[src/rtl/pair_swap_seq.sv]
// pair_swap_seq: groups a valid/ready word stream into swapped (c,d,gt) pairs behind an output FIFO
// Ports:
//   clk, rst_n                      clock, async active-low reset
//   in_data/in_valid/in_ready       word input handshake
//   flush                           drop a pending half-pair
//   out_c/out_d/out_gt              FIFO head: second word, first word, first>second
//   out_valid/out_ready             pair output handshake
//   pair_count                      pairs pushed since reset, mod 256
module pair_swap_seq #(
  parameter int W = 3,
  parameter int DEPTH = 2
) (
  input  logic         clk,
  input  logic         rst_n,
  input  logic [W-1:0] in_data,
  input  logic         in_valid,
  output logic         in_ready,
  input  logic         flush,
  output logic [W-1:0] out_c,
  output logic [W-1:0] out_d,
  output logic         out_gt,
  output logic         out_valid,
  input  logic         out_ready,
  output logic [7:0]   pair_count
);
  localparam int AW = $clog2(DEPTH);
  typedef enum logic {IDLE, HALF} state_t;
  state_t state_q, state_d;
  logic [W-1:0] hold_q, hold_d;
  logic [AW:0] wr_q, wr_d, rd_q, rd_d;
  logic [2*W:0] mem_q [DEPTH];
  logic [2*W:0] mem_d [DEPTH];
  logic [7:0] cnt_q, cnt_d;
  logic empty, full, in_fire, out_fire, push;
  // pointers carry one extra wrap bit so full and empty are distinguishable
  assign empty = wr_q == rd_q;
  assign full = (wr_q[AW] != rd_q[AW]) && (wr_q[AW-1:0] == rd_q[AW-1:0]);
  assign out_valid = !empty;
  assign out_fire = out_valid && out_ready;
  // a pop in the same cycle frees the slot the second word needs
  assign in_ready = rst_n && !flush && (state_q == IDLE || !full || out_fire);
  assign in_fire = in_valid && in_ready;
  assign push = in_fire && state_q == HALF;
  assign {out_gt, out_c, out_d} = empty ? '0 : mem_q[rd_q[AW-1:0]];
  assign pair_count = cnt_q;
  always_comb begin
    mem_d = mem_q;
    if (push) mem_d[wr_q[AW-1:0]] = {hold_q > in_data, in_data, hold_q};
    state_d = flush ? IDLE : in_fire ? (state_q == IDLE ? HALF : IDLE) : state_q;
    hold_d = flush ? '0 : (in_fire && state_q == IDLE) ? in_data : hold_q;
    wr_d = wr_q + (AW+1)'(push);
    rd_d = rd_q + (AW+1)'(out_fire);
    cnt_d = cnt_q + 8'(push);
  end
  always_ff @(posedge clk or negedge rst_n) begin
    if (!rst_n) begin
      state_q <= IDLE;
      hold_q <= '0;
      wr_q <= '0;
      rd_q <= '0;
      cnt_q <= '0;
      mem_q <= '{default: '0};
    end else begin
      state_q <= state_d;
      hold_q <= hold_d;
      wr_q <= wr_d;
      rd_q <= rd_d;
      cnt_q <= cnt_d;
      mem_q <= mem_d;
    end
  end
endmodule

[config.mk]
export PLATFORM = sky130hd
export DESIGN_NAME = pair_swap_seq
export DESIGN_NICKNAME = d
export VERILOG_FILES = /design/src/rtl/pair_swap_seq.sv
export SDC_FILE = /design/constraint.sdc
export NUM_CORES = 1
export LEC_CHECK = 0
export BUFFER_PORTS_ARGS = -buffer_cell sky130_fd_sc_hd__buf_2
export CORE_MARGIN = 2
export CORE_UTILIZATION = 58
export DETAILED_ROUTE_END_ITERATION = 10
export MAX_ROUTING_LAYER = met4
export PLACE_DENSITY = 0.79
export SLEW_MARGIN = 20
export SYNTH_ARGS = -nofsm -noshare
export SYNTH_HDL_FRONTEND = slang
export SYNTH_SLANG_ARGS = --single-unit
[constraint.sdc]
create_clock -name clk -period 3.56 [get_ports clk]
set_input_delay 0.89 -clock clk [delete_from_list [all_inputs] [get_ports clk]]
set_output_delay 0.89 -clock clk [all_outputs]
set_load 0.01 [all_outputs]
==> load_flow_metrics.sql, run 1 <==
INSERT INTO impl_metrics (metric_group, metric, value, unit) VALUES
('sta', 'timing.final.ws_setup', '0.798', 'ns'),
('logic_synthesis', 'synthFlopType', 'sky130_fd_sc_hd__dfrtp_1', ''),
('logic_synthesis', 'mean_instance_size_in_the_synthesized_netlist', '12.3', 'sq um'),
('final_layout', 'insertedDiodeCount', '0', ''),
('logic_synthesis', 'netlist_instances', '115', ''),
('placed_design', 'dp_slack', '0.933', 'ns'),
('placed_design', 'placement.io_buffers', '24', ''),
('power', 'powerDensity', '630', 'nW/um^2'),
('sta', 'timing.setup.tns', '0', 'ns'),
('clocking', 'cts_tree', 'built', ''),
('detailed_routing', 'drt_first_pass_iters', '4', ''),
('clocking', 'worstSkewPairLatency', '0.32', 'ns'),
('logic_synthesis', 'synth-edff-count', '0', ''),
('sta', 'final_hold_viol_count', '0', ''),
('worst_hold_path', 'hold_path.class', 'reg2reg', ''),
('logic_synthesis', 'synth-async-reset-ratio', '100', '%'),
('sta', 'timing.slew.headroom', '66.6', '%'),
('logic_synthesis', 'synth.distinct_cells', '24', ''),
('logic_synthesis', 'ys_seq_area_share', '53.1', '%'),
('global_route', 'maximum_number_of_pins_on_one_net_before_global_route_repair', '34', ''),
('detailed_routing', 'vias_cell', '5.40', ''),
('floorplanning', 'floorplan.io_pins', '25', ''),
('logic_synthesis', 'yosys.cell_count.top_type', 'sky130_fd_sc_hd__dfrtp_1', ''),
('worst_setup_path', 'crit_chain', 'xor2_1, nor4bb_2, nor3b_1, buf_2', ''),
('worst_setup_path', 'nature_of_the_critical_path_startpoint', 'register', ''),
('worst_setup_path', 'reg2reg_slack', '1.10', 'ns'),
('power', 'p_leak', '0.873', 'nW'),
('sta', 'finalSetupViolCount', '0', ''),
('worst_hold_path', 'hold_end', 'pair_count[7]$_DFF_PN0_', ''),
('clocking', 'clock_sinks', '30', ''),
('worst_hold_path', 'min_path_cells', '1', ''),
('global_route', 'grtUsageTotal', '24.3', '%'),
('clocking', 'post_cts_resize_count', '0', ''),
('power', 'tot_pwr', '1.01', 'mW'),
('clocking', 'max-clock-path-buffers', '2', ''),
('worst_setup_path', 'regToRegStartpoint', 'rd_q[0]$_DFF_PN0_', ''),
('global_route', 'grt.met1_usage', '25.2', '%'),
('placed_design', 'finalWeightedCongestion', '0.733', ''),
('logic_synthesis', 'synth.area.top_cells', 'sky130_fd_sc_hd__dfrtp_1 53%, sky130_fd_sc_hd__mux2_2 9.6%, sky130_fd_sc_hd__ha_1 7.1%', ''),
('floorplanning', 'dieArea', '2850', 'sq um'),
('detailed_routing', 'final_antenna_net_count', '0', ''),
('detailed_routing', 'vias', '929', ''),
('clocking', 'h-tree-depth', '2', ''),
('global_route', 'grt_util_met2', '40.9', '%'),
('outcome', 'status', 'finished clean', ''),
('worst_setup_path', 'timing.critical_path.required', '2.67', 'ns'),
('worst_setup_path', 'worstPathBufferInverterCount', '1', ''),
('detailed_routing', 'drt-total-wl', '2660', 'um'),
('detailed_routing', 'drc', '0', ''),
('floorplanning', 'core_rows', '17', ''),
('logic_synthesis', 'synth_top_area_share', '53.1', '%'),
('final_layout', 'syn_to_layout_area_delta', '13.3', '%'),
('global_route', 'first_global_vias', '958', ''),
('worst_setup_path', 'critical_path_class', 'reg2out', ''),
('worst_setup_path', 'critical-path-slowest-cell', 'sky130_fd_sc_hd__dfrtp_1', ''),
('worst_hold_path', 'timing.hold.worst.start', 'pair_count[7]$_DFF_PN0_', ''),
('worst_setup_path', 'endpoint_kind', 'output port', ''),
('global_route', 'grtUsageMet3', '10.2', '%'),
('final_layout', 'fillerInstances', '193', ''),
('logic_synthesis', 'cell_taking_the_most_area_after_synthesis', 'sky130_fd_sc_hd__dfrtp_1', ''),
('clocking', 'cts_root_buffer', 'sky130_fd_sc_hd__clkbuf_4', ''),
('final_layout', 'num-nets-final', '160', ''),
('placed_design', 'dp_hpwl', '1960', 'um'),
('floorplanning', 'chipWidth', '53.4', 'um'),
('sta', 'drv_slew', '0', ''),
('worst_setup_path', 'cp_top_family', 'flip-flops', ''),
('sta', 'maxClockFrequency', '0.362', 'GHz'),
('logic_synthesis', 'synth.cell_area', '1410', 'sq um'),
('logic_synthesis', 'yosysWarningCount', '0', ''),
('floorplanning', 'die-height', '53.4', 'um'),
('worst_setup_path', 'reg2regPathDepth', '5', '');
worst max path at each step:
stage	startpoint	endpoint	slack [ns]	cells after the start
final	rd_q[0]$_DFF_PN0_	in_ready	0.80	4
after global routing	rd_q[0]$_DFF_PN0_	in_ready	0.63	4
after CTS	rd_q[0]$_DFF_PN0_	in_ready	0.77	4
after detailed placement	rst_n	in_ready	0.93	4
after global placement	rst_n	in_ready	0.97	4
after floorplan	out_ready	in_ready	1.31	2
where the power goes:
part	switching (mW)	total (mW)	leakage [nW]	internal, mW
registers	0.0757	0.493	0.393	0.417
clock network	0.107	0.181	0.0254	0.0744
logic	0.181	0.334	0.455	0.153
total	0.364	1.01	0.873	0.644
routing by layer:
layer  share of wire (%)  vias up
li1                    -      449
met1                  41      450
met5                   0        -
met4                 2.1        0
met2                  53       24
met3                 3.8        6
area by class of cell:
class / count / area (sq um) / share of cell area [%]
multi-input combinational: 73 / 608 / 38.0
clock buffer: 7 / 45.0 / 2.81
tap: 28 / 35.0 / 2.19
inverter: 9 / 33.8 / 2.11
sequential: 30 / 751 / 46.9
timing repair buffer: 25 / 128 / 7.97
cell families (layout without fill, tap and decap cells):
logic type | count (synthesis) | count (layout) | share of synthesized area [%]
DFF | 30 | 30 | 53.1
and+or+nand+nor | 26 | 26 | 9.74
muxes | 22 | 22 | 16.7
buffers and inverters | 12 | 41 | 3.81
xor gates and xnor gates | 10 | 10 | 6.20
adders and majority gates | 8 | 8 | 7.09
AOI/OAI and AO/OA | 7 | 7 | 3.37
cell usage in the layout, fill, tap and decap left out:
cell / instances
sky130_fd_sc_hd__a211oi_1: 1
sky130_fd_sc_hd__a21oi_1: 1
sky130_fd_sc_hd__and3_1: 2
sky130_fd_sc_hd__buf_2: 24
sky130_fd_sc_hd__buf_4: 1
sky130_fd_sc_hd__clkbuf_1: 2
sky130_fd_sc_hd__clkbuf_4: 5
sky130_fd_sc_hd__dfrtp_1: 30
sky130_fd_sc_hd__ha_1: 8
sky130_fd_sc_hd__inv_1: 9
sky130_fd_sc_hd__mux2_2: 12
sky130_fd_sc_hd__mux2i_1: 10
sky130_fd_sc_hd__nand3_1: 7
sky130_fd_sc_hd__nand3b_1: 1
sky130_fd_sc_hd__nor2_1: 11
sky130_fd_sc_hd__nor2_2: 1
sky130_fd_sc_hd__nor2b_1: 1
sky130_fd_sc_hd__nor3_1: 1
sky130_fd_sc_hd__nor3b_1: 1
sky130_fd_sc_hd__nor4bb_2: 1
sky130_fd_sc_hd__o211ai_1: 2
sky130_fd_sc_hd__o21a_1: 1
sky130_fd_sc_hd__o22ai_1: 2
sky130_fd_sc_hd__xnor2_1: 5
sky130_fd_sc_hd__xor2_1: 5
through the flow:
stage / instances / util (%)
finish: 172 / 71.0
global route: 172 / 71.0
CTS: 172 / 71.0
detailed placement: 165 / 69.0
global placement: 165 / 69.0
floorplan: 115 / -
registers in the layout, indices dropped and copies added, names as in the netlist:
signal,count
state_q,1
wr_q,2
mem_q,14
pair_count,8
hold_q,3
rd_q,2
Power figures use the tool's default switching activity.
==> inputs of run 2 (changes only) <==
--- a/config.mk
+++ b/config.mk
@@ -7,10 +7,10 @@
 export LEC_CHECK = 0
 export BUFFER_PORTS_ARGS = -buffer_cell sky130_fd_sc_hd__buf_2
 export CORE_MARGIN = 2
-export CORE_UTILIZATION = 58
+export CORE_UTILIZATION = 54
 export DETAILED_ROUTE_END_ITERATION = 10
 export MAX_ROUTING_LAYER = met4
-export PLACE_DENSITY = 0.79
+export PLACE_DENSITY = 0.74
 export SLEW_MARGIN = 20
 export SYNTH_ARGS = -nofsm -noshare
 export SYNTH_HDL_FRONTEND = slang
==> constraint.sdc (replaced) <==
create_clock -name clk -period 2.75 [get_ports clk]
set_input_delay 0.6875 -clock clk [delete_from_list [all_inputs] [get_ports clk]]
set_output_delay 0.6875 -clock clk [all_outputs]
set_load 0.01 [all_outputs]
==> run 2 against run 1 <==
Via count is 0.65% higher. Total power is 30% higher. Worst hold slack got worse by 0.092 ns. Final area rose by 0.63%. First-iteration DRC count down 71%. Sequential share of layout area shrank 0.29 points. Cell count up 1.7%. Worst setup slack worse by 0.44 ns. Wire length shrank 1.4%. Clock power is 31% higher. Utilization down 6.0 points. Global-route usage shrank 2.6 points.
==> load_flow_metrics.sql, run 2 (synthesis gave the netlist of run 1 again) <==
INSERT INTO impl_metrics (metric_group, metric, value, unit) VALUES
('outcome', 'status', 'finished clean', ''),
('floorplanning', 'starting_utilization_of_the_core_area', '57.0', '%'),
('final_layout', 'finalNonFillerCells', '175', ''),
('clocking', 'h-tree-depth', '2', ''),
('placed_design', 'placement.io_buffers', '24', ''),
('clocking', 'post_cts.repair.setup_buffers', '0', ''),
('final_layout', 'largest_register_ffs', '14', ''),
('worst_setup_path', 'nature_of_the_critical_path_startpoint', 'register', ''),
('floorplanning', 'die-height', '55.1', 'um'),
('clocking', 'clk_transition_reported_paths', '0.09', 'ns'),
('detailed_routing', 'drc', '0', ''),
('floorplanning', 'dieArea', '3040', 'sq um'),
('global_route', 'grtUsageTotal', '21.7', '%'),
('worst_setup_path', 'crit_chain', 'xor2_1, nor4bb_2, nor3b_1, buf_2', ''),
('sta', 'timing_worst_slew_pin_value', '0.422', 'ns'),
('global_route', 'globalRoute.totalOverflow', '0', ''),
('worst_setup_path', 'crit_fanout', '3', ''),
('floorplanning', 'floorplan.io_pins', '25', ''),
('worst_setup_path', 'endpoint_kind', 'output port', ''),
('worst_setup_path', 'timing.critical_path.arrival', '1.70', 'ns'),
('sta', 'timing.slew.headroom', '71.8', '%'),
('floorplanning', 'core_rows', '18', ''),
('placed_design', 'placed_cells', '168', ''),
('final_layout', 'insertedDiodeCount', '0', ''),
('final_layout', 'final_layout_size_suffix_gt1_share', '31.0', '%'),
('detailed_routing', 'post_drt_wl_per_cell', '15.0', 'um'),
('placed_design', 'dp_slack', '0.473', 'ns'),
('placed_design', 'placement.cell_area', '1570', 'sq um'),
('sta', 'clock_skew', '0.0111', 'ns'),
('placed_design', 'dp_hpwl', '1860', 'um'),
('sta', 'timing.final.ws_setup', '0.359', 'ns'),
('final_layout', 'num-nets-final', '161', ''),
('global_route', 'first_global_vias', '929', ''),
('detailed_routing', 'vias', '935', ''),
('global_route', 'maximum_number_of_pins_on_one_net_before_global_route_repair', '34', ''),
('sta', 'timing.setup.tns', '0', 'ns'),
('clocking', 'cts_root_buffer', 'sky130_fd_sc_hd__clkbuf_4', ''),
('clocking', 'worstSkewPairLatency', '0.33', 'ns'),
('detailed_routing', 'final_antenna_net_count', '0', ''),
('floorplanning', 'chipWidth', '55.1', 'um'),
('final_layout', 'layout.cells.most_common_list', '30 x sky130_fd_sc_hd__dfrtp_1, 24 x sky130_fd_sc_hd__buf_2, 12 x sky130_fd_sc_hd__mux2_2', ''),
('detailed_routing', 'drtIter0Drc', '2', ''),
('final_layout', 'final_common_cell', 'sky130_fd_sc_hd__dfrtp_1', ''),
('global_route', 'grt_antenna_before_repair', '0', ''),
('sta', 'period_needed', '2.39', 'ns'),
('worst_hold_path', 'hold_path.class', 'in2async', ''),
('worst_setup_path', 'reg2reg_slack', '0.66', 'ns'),
('worst_setup_path', 'critical-path-slowest-cell', 'sky130_fd_sc_hd__nor4bb_2', ''),
('sta', 'drv_slew', '0', ''),
('power', 'tot_pwr', '1.31', 'mW'),
('power', 'powerDensity', '815', 'nW/um^2'),
('worst_setup_path', 'critical_path_class', 'reg2out', ''),
('worst_setup_path', 'reg2regPathDepth', '5', ''),
('worst_setup_path', 'timing.critical_path.required', '2.06', 'ns'),
('sta', 'holdWs', '0.377', 'ns'),
('clocking', 'clock_sinks', '30', ''),
('sta', 'unrepaired_setup_endpoints_after_global_routing', 'false', ''),
('clocking', 'max-clock-path-buffers', '2', ''),
('power', 'p_leak', '0.878', 'nW'),
('detailed_routing', 'drt_first_pass_iters', '4', ''),
('run', 'max_cap_viol_count', '0', ''),
('global_route', 'grt_first_pass_wirelength', '4210', 'um'),
('detailed_routing', 'vias_cell', '5.34', ''),
('sta', 'final_hold_viol_count', '0', ''),
('final_layout', 'design_area', '1610', 'sq um'),
('clocking', 'numCtsBuffers', '5', ''),
('clocking', 'cts_tree', 'built', ''),
('sta', 'finalSetupViolCount', '0', ''),
('sta', 'timing.final.crit_share', '87.0', '%'),
('placed_design', 'finalWeightedCongestion', '0.753', ''),
('final_layout', 'finish.utilization', '65.0', '%'),
('floorplanning', 'placeableCoreArea', '2480', 'sq um'),
('power', 'ir_worst_vdd', '0.607', 'mV'),
('final_layout', 'syn_to_layout_area_delta', '14.0', '%'),
('detailed_routing', 'drt-total-wl', '2630', 'um'),
('worst_setup_path', 'crit_path_max_incr_delay', '0.47', 'ns'),
('clocking', 'post_cts_resize_count', '0', ''),
('final_layout', 'top_register', 'mem_q', ''),
('clocking', 'cts_hold_buf', '0', ''),
('sta', 'maxClockFrequency', '0.418', 'GHz');
-- run 2: cell count changes in the layout (fill, tap and decap cells not counted), sizes merged --
| cell | change |
|---|---|
| buf | +1 |
-- run 2: final timing paths --
kind                                          from                 endpoint
max                              wr_q[1]$_DFF_PN0_                 in_ready
min                                          rst_n      state_q$_DFFE_PN0P_
max reg2reg                      wr_q[0]$_DFF_PN0_     mem_q[4]$_DFFE_PN0P_
min reg2reg                pair_count[7]$_DFF_PN0_  pair_count[7]$_DFF_PN0_
max in group asynchronous                    rst_n    mem_q[13]$_DFFE_PN0P_
min in group clk           pair_count[7]$_DFF_PN0_  pair_count[7]$_DFF_PN0_
-- run 2: where the power goes --
group	switching, mW	total [mW]	internal (mW)
sequential	0.0677	0.608	0.541
combinational	0.260	0.466	0.206
clock	0.142	0.238	0.0961
-- run 2: layout make-up --
cell class	count	area [sq um]
clock buffer	7	45.0
fill	212	867
inverter	9	33.8
multi-input combinational	73	608
sequential	30	751
tap	30	37.5
timing repair buffer	26	135
-- run 2: metal layers --
layer	vias to the layer above	part of all wire, %	global-route usage [%]
met5	-	0	-
met3	6	4.1	8.06
met4	0	1.8	8.54
met1	462	47	25.9
li1	450	-	-
met2	17	47	33.3
-- run 2: worst max-delay path, delay by kind of cell, from the launching register on --
family | cells | cell delay, ns
xor gates and xnor gates | 1 | 0.24
buffers and inverters | 1 | 0.15
DFF | 1 | 0.41
and+or+nand+nor | 2 | 0.57
==> inputs of run 3 (changes only) <==
--- a/config.mk
+++ b/config.mk
@@ -9,6 +9,7 @@
 export CORE_MARGIN = 2
 export CORE_UTILIZATION = 54
 export DETAILED_ROUTE_END_ITERATION = 10
+export GPL_TIMING_DRIVEN = 0
 export MAX_ROUTING_LAYER = met4
 export PLACE_DENSITY = 0.74
 export SLEW_MARGIN = 20
==> run 3 against run 2 <==
Final area increased by 0.47%. Cell count up 0.57%. Worst setup slack got worse by 0.029 ns. Global-route usage increased by 0.20 points. Wire length down 3.9%. Critical path depth is 2 higher. Worst hold slack worse by 0.059 ns.
==> load_flow_metrics.sql, run 3 (synthesis gave the netlist of run 1 again) <==
INSERT INTO impl_metrics (metric_group, metric, value, unit) VALUES
('sta', 'timing_worst_slew_pin_value', '0.454', 'ns'),
('run', 'max_cap_viol_count', '0', ''),
('placed_design', 'placement.io_buffers', '24', ''),
('detailed_routing', 'vias_cell', '5.47', ''),
('global_route', 'globalRoute.totalOverflow', '0', ''),
('worst_setup_path', 'timing.critical_path.required', '2.96', 'ns'),
('placed_design', 'placement.cell_area', '1570', 'sq um'),
('clocking', 'h-tree-depth', '2', ''),
('placed_design', 'dp_hpwl', '1860', 'um'),
('global_route', 'grtUsageTotal', '21.9', '%'),
('detailed_routing', 'post_drt_wl_per_cell', '14.3', 'um'),
('worst_setup_path', 'regToRegEndpoint', 'mem_q[10]$_DFFE_PN0P_', ''),
('sta', 'drv_slew', '0', ''),
('sta', 'period_needed', '2.42', 'ns'),
('global_route', 'grt_antenna_before_repair', '0', ''),
('worst_setup_path', 'critical-path-slowest-cell', 'sky130_fd_sc_hd__clkbuf_4', ''),
('clocking', 'clock_sinks', '30', ''),
('clocking', 'numCtsBuffers', '5', ''),
('worst_setup_path', 'nature_of_the_critical_path_startpoint', 'input port', ''),
('clocking', 'cts_root_buffer', 'sky130_fd_sc_hd__clkbuf_4', ''),
('worst_setup_path', 'worstPathBufferInverterCount', '2', ''),
('worst_setup_path', 'endpoint_kind', 'register', ''),
('placed_design', 'finalWeightedCongestion', '0.746', ''),
('sta', 'timing.setup.tns', '0', 'ns'),
('sta', 'maxClockFrequency', '0.413', 'GHz'),
('detailed_routing', 'drc', '0', ''),
('sta', 'final_hold_viol_count', '0', ''),
('final_layout', 'syn_to_layout_area_delta', '14.5', '%'),
('clocking', 'cts_hold_buf', '0', ''),
('clocking', 'cts_tree', 'built', ''),
('worst_setup_path', 'crit_fanout', '34', ''),
('final_layout', 'seq_area', '751', 'sq um'),
('sta', 'finalSetupViolCount', '0', ''),
('detailed_routing', 'drt_first_pass_iters', '4', ''),
('worst_setup_path', 'timing.critical_path.arrival', '2.63', 'ns'),
('final_layout', 'largest_register_ffs', '14', ''),
('detailed_routing', 'drtIter0Drc', '12', ''),
('final_layout', 'final_layout_size_suffix_gt1_share', '30.8', '%'),
('worst_setup_path', 'crit_path_max_incr_delay', '0.39', 'ns'),
('worst_setup_path', 'critical_path_class', 'in2reg', ''),
('floorplanning', 'starting_utilization_of_the_core_area', '57.0', '%'),
('worst_hold_path', 'hold_path.class', 'in2async', ''),
('final_layout', 'fillerInstances', '200', ''),
('sta', 'timing.slew.headroom', '69.7', '%'),
('outcome', 'status', 'finished clean', ''),
('global_route', 'grt_first_pass_wirelength', '4220', 'um'),
('global_route', 'first_global_vias', '904', ''),
('floorplanning', 'core_rows', '18', ''),
('final_layout', 'layout.cells.most_common_list', '30 x sky130_fd_sc_hd__dfrtp_1, 24 x sky130_fd_sc_hd__buf_2, 12 x sky130_fd_sc_hd__mux2_2', ''),
('detailed_routing', 'final_antenna_net_count', '0', ''),
('floorplanning', 'die-height', '55.1', 'um'),
('final_layout', 'finish.utilization', '65.3', '%'),
('clocking', 'max-clock-path-buffers', '2', ''),
('detailed_routing', 'vias', '963', ''),
('floorplanning', 'chipWidth', '55.1', 'um'),
('floorplanning', 'floorplan.io_pins', '25', ''),
('final_layout', 'insertedDiodeCount', '0', ''),
('sta', 'unrepaired_setup_endpoints_after_global_routing', 'false', ''),
('worst_setup_path', 'reg2regPathDepth', '7', ''),
('sta', 'timing.final.crit_share', '88.0', '%'),
('floorplanning', 'dieArea', '3040', 'sq um'),
('final_layout', 'multiInputGateArea', '608', 'sq um'),
('detailed_routing', 'drt-total-wl', '2520', 'um'),
('power', 'ir_worst_vdd', '0.605', 'mV'),
('sta', 'clock_skew', '0.00469', 'ns'),
('final_layout', 'num-nets-final', '162', ''),
('worst_setup_path', 'regToRegStartpoint', 'rd_q[0]$_DFF_PN0_', ''),
('power', 'powerDensity', '811', 'nW/um^2'),
('clocking', 'clk_transition_reported_paths', '0.08', 'ns'),
('worst_setup_path', 'crit_chain', 'clkbuf_4, nand3_1, nor3_1, ha_1, clkbuf_1, mux2_2', ''),
('clocking', 'post_cts.repair.setup_buffers', '0', ''),
('final_layout', 'design_area', '1620', 'sq um'),
('final_layout', 'top_register', 'mem_q', ''),
('final_layout', 'final_common_cell', 'sky130_fd_sc_hd__dfrtp_1', ''),
('worst_setup_path', 'reg2reg_slack', '0.38', 'ns'),
('clocking', 'worstSkewPairLatency', '0.32', 'ns'),
('global_route', 'maximum_number_of_pins_on_one_net_before_global_route_repair', '35', ''),
('worst_setup_path', 'cp_top_family', 'buffers and inverters', ''),
('power', 'p_leak', '0.882', 'nW'),
('floorplanning', 'placeableCoreArea', '2480', 'sq um');
[run 3: cell count changes in the layout (fill, tap and decap cells not counted), sizes merged]
| cell | change |
|---|---|
| buf | -1 |
| clkbuf | +2 |
[run 3: routing by layer]
layer	share of wire, %	up-vias	GRT usage [%]
li1	-	455	-
met1	44	478	25.3
met2	48	22	33.5
met3	6.3	8	9.14
met4	2.0	0	9.35
met5	0	-	-
[run 3: layout make-up]
type / instances / area share (%)
Inverter: 9 / 2.09
Tap cell: 30 / 2.32
Timing Repair Buffer: 24 / 7.58
Multi-Input combinational cell: 73 / 37.6
Clock buffer: 7 / 2.78
Sequential cell: 30 / 46.4
Buffer: 3 / 1.24
[run 3: worst register-to-register path, stage by stage, from the launching register on]
cell and delay [ns]:
sky130_fd_sc_hd__dfrtp_1 0.40, sky130_fd_sc_hd__buf_6 0.16, sky130_fd_sc_hd__xor2_1 0.27, sky130_fd_sc_hd__nor4bb_2 0.10, sky130_fd_sc_hd__nor3_1 0.34, sky130_fd_sc_hd__ha_1 0.22
sky130_fd_sc_hd__clkbuf_1 0.37, sky130_fd_sc_hd__mux2_2 0.39
[run 3: how the worst max path moves through the flow]
stage | from | to | slack, ns | cells past startpoint
2_1_floorplan | rd_q[0]$_DFF_PN0_ | mem_q[10]$_DFFE_PN0P_ | 0.72 | 7
3_3_place_gp | rst_n | mem_q[8]$_DFFE_PN0P_ | -0.21 | 6
3_5_place_dp | rst_n | mem_q[7]$_DFFE_PN0P_ | -0.28 | 6
4_1_cts | rst_n | mem_q[7]$_DFFE_PN0P_ | 0.07 | 6
5_1_grt | rst_n | mem_q[11]$_DFFE_PN0P_ | 0.13 | 6
6_report | rst_n | mem_q[10]$_DFFE_PN0P_ | 0.33 | 6
[run 3: repair_timing]
action / CTS / global route
gates resized for setup: 0 / 1
endpoints found under the setup margin: 0 / 6
hold endpoints to repair: 0 / 0
[run 3: per-stage QoR]
stage	setup WS (ns)	hold slack, ns	total power, mW	instances
2_1_floorplan	0.724	0.392	0.922	115
3_3_place_gp	-0.214	0.455	1.07	169
3_5_place_dp	-0.277	0.458	1.10	169
4_1_cts	0.0708	0.409	1.34	176
5_1_grt	0.129	0.328	1.42	176
6_report	0.330	0.318	1.31	176
[run 3: where the power goes]
| part | switching (mW) | internal, mW | leakage, nW |
|---|---|---|---|
| clock | 0.136 | 0.0961 | 0.0254 |
| sequential | 0.0671 | 0.541 | 0.393 |
| combinational | 0.262 | 0.211 | 0.464 |
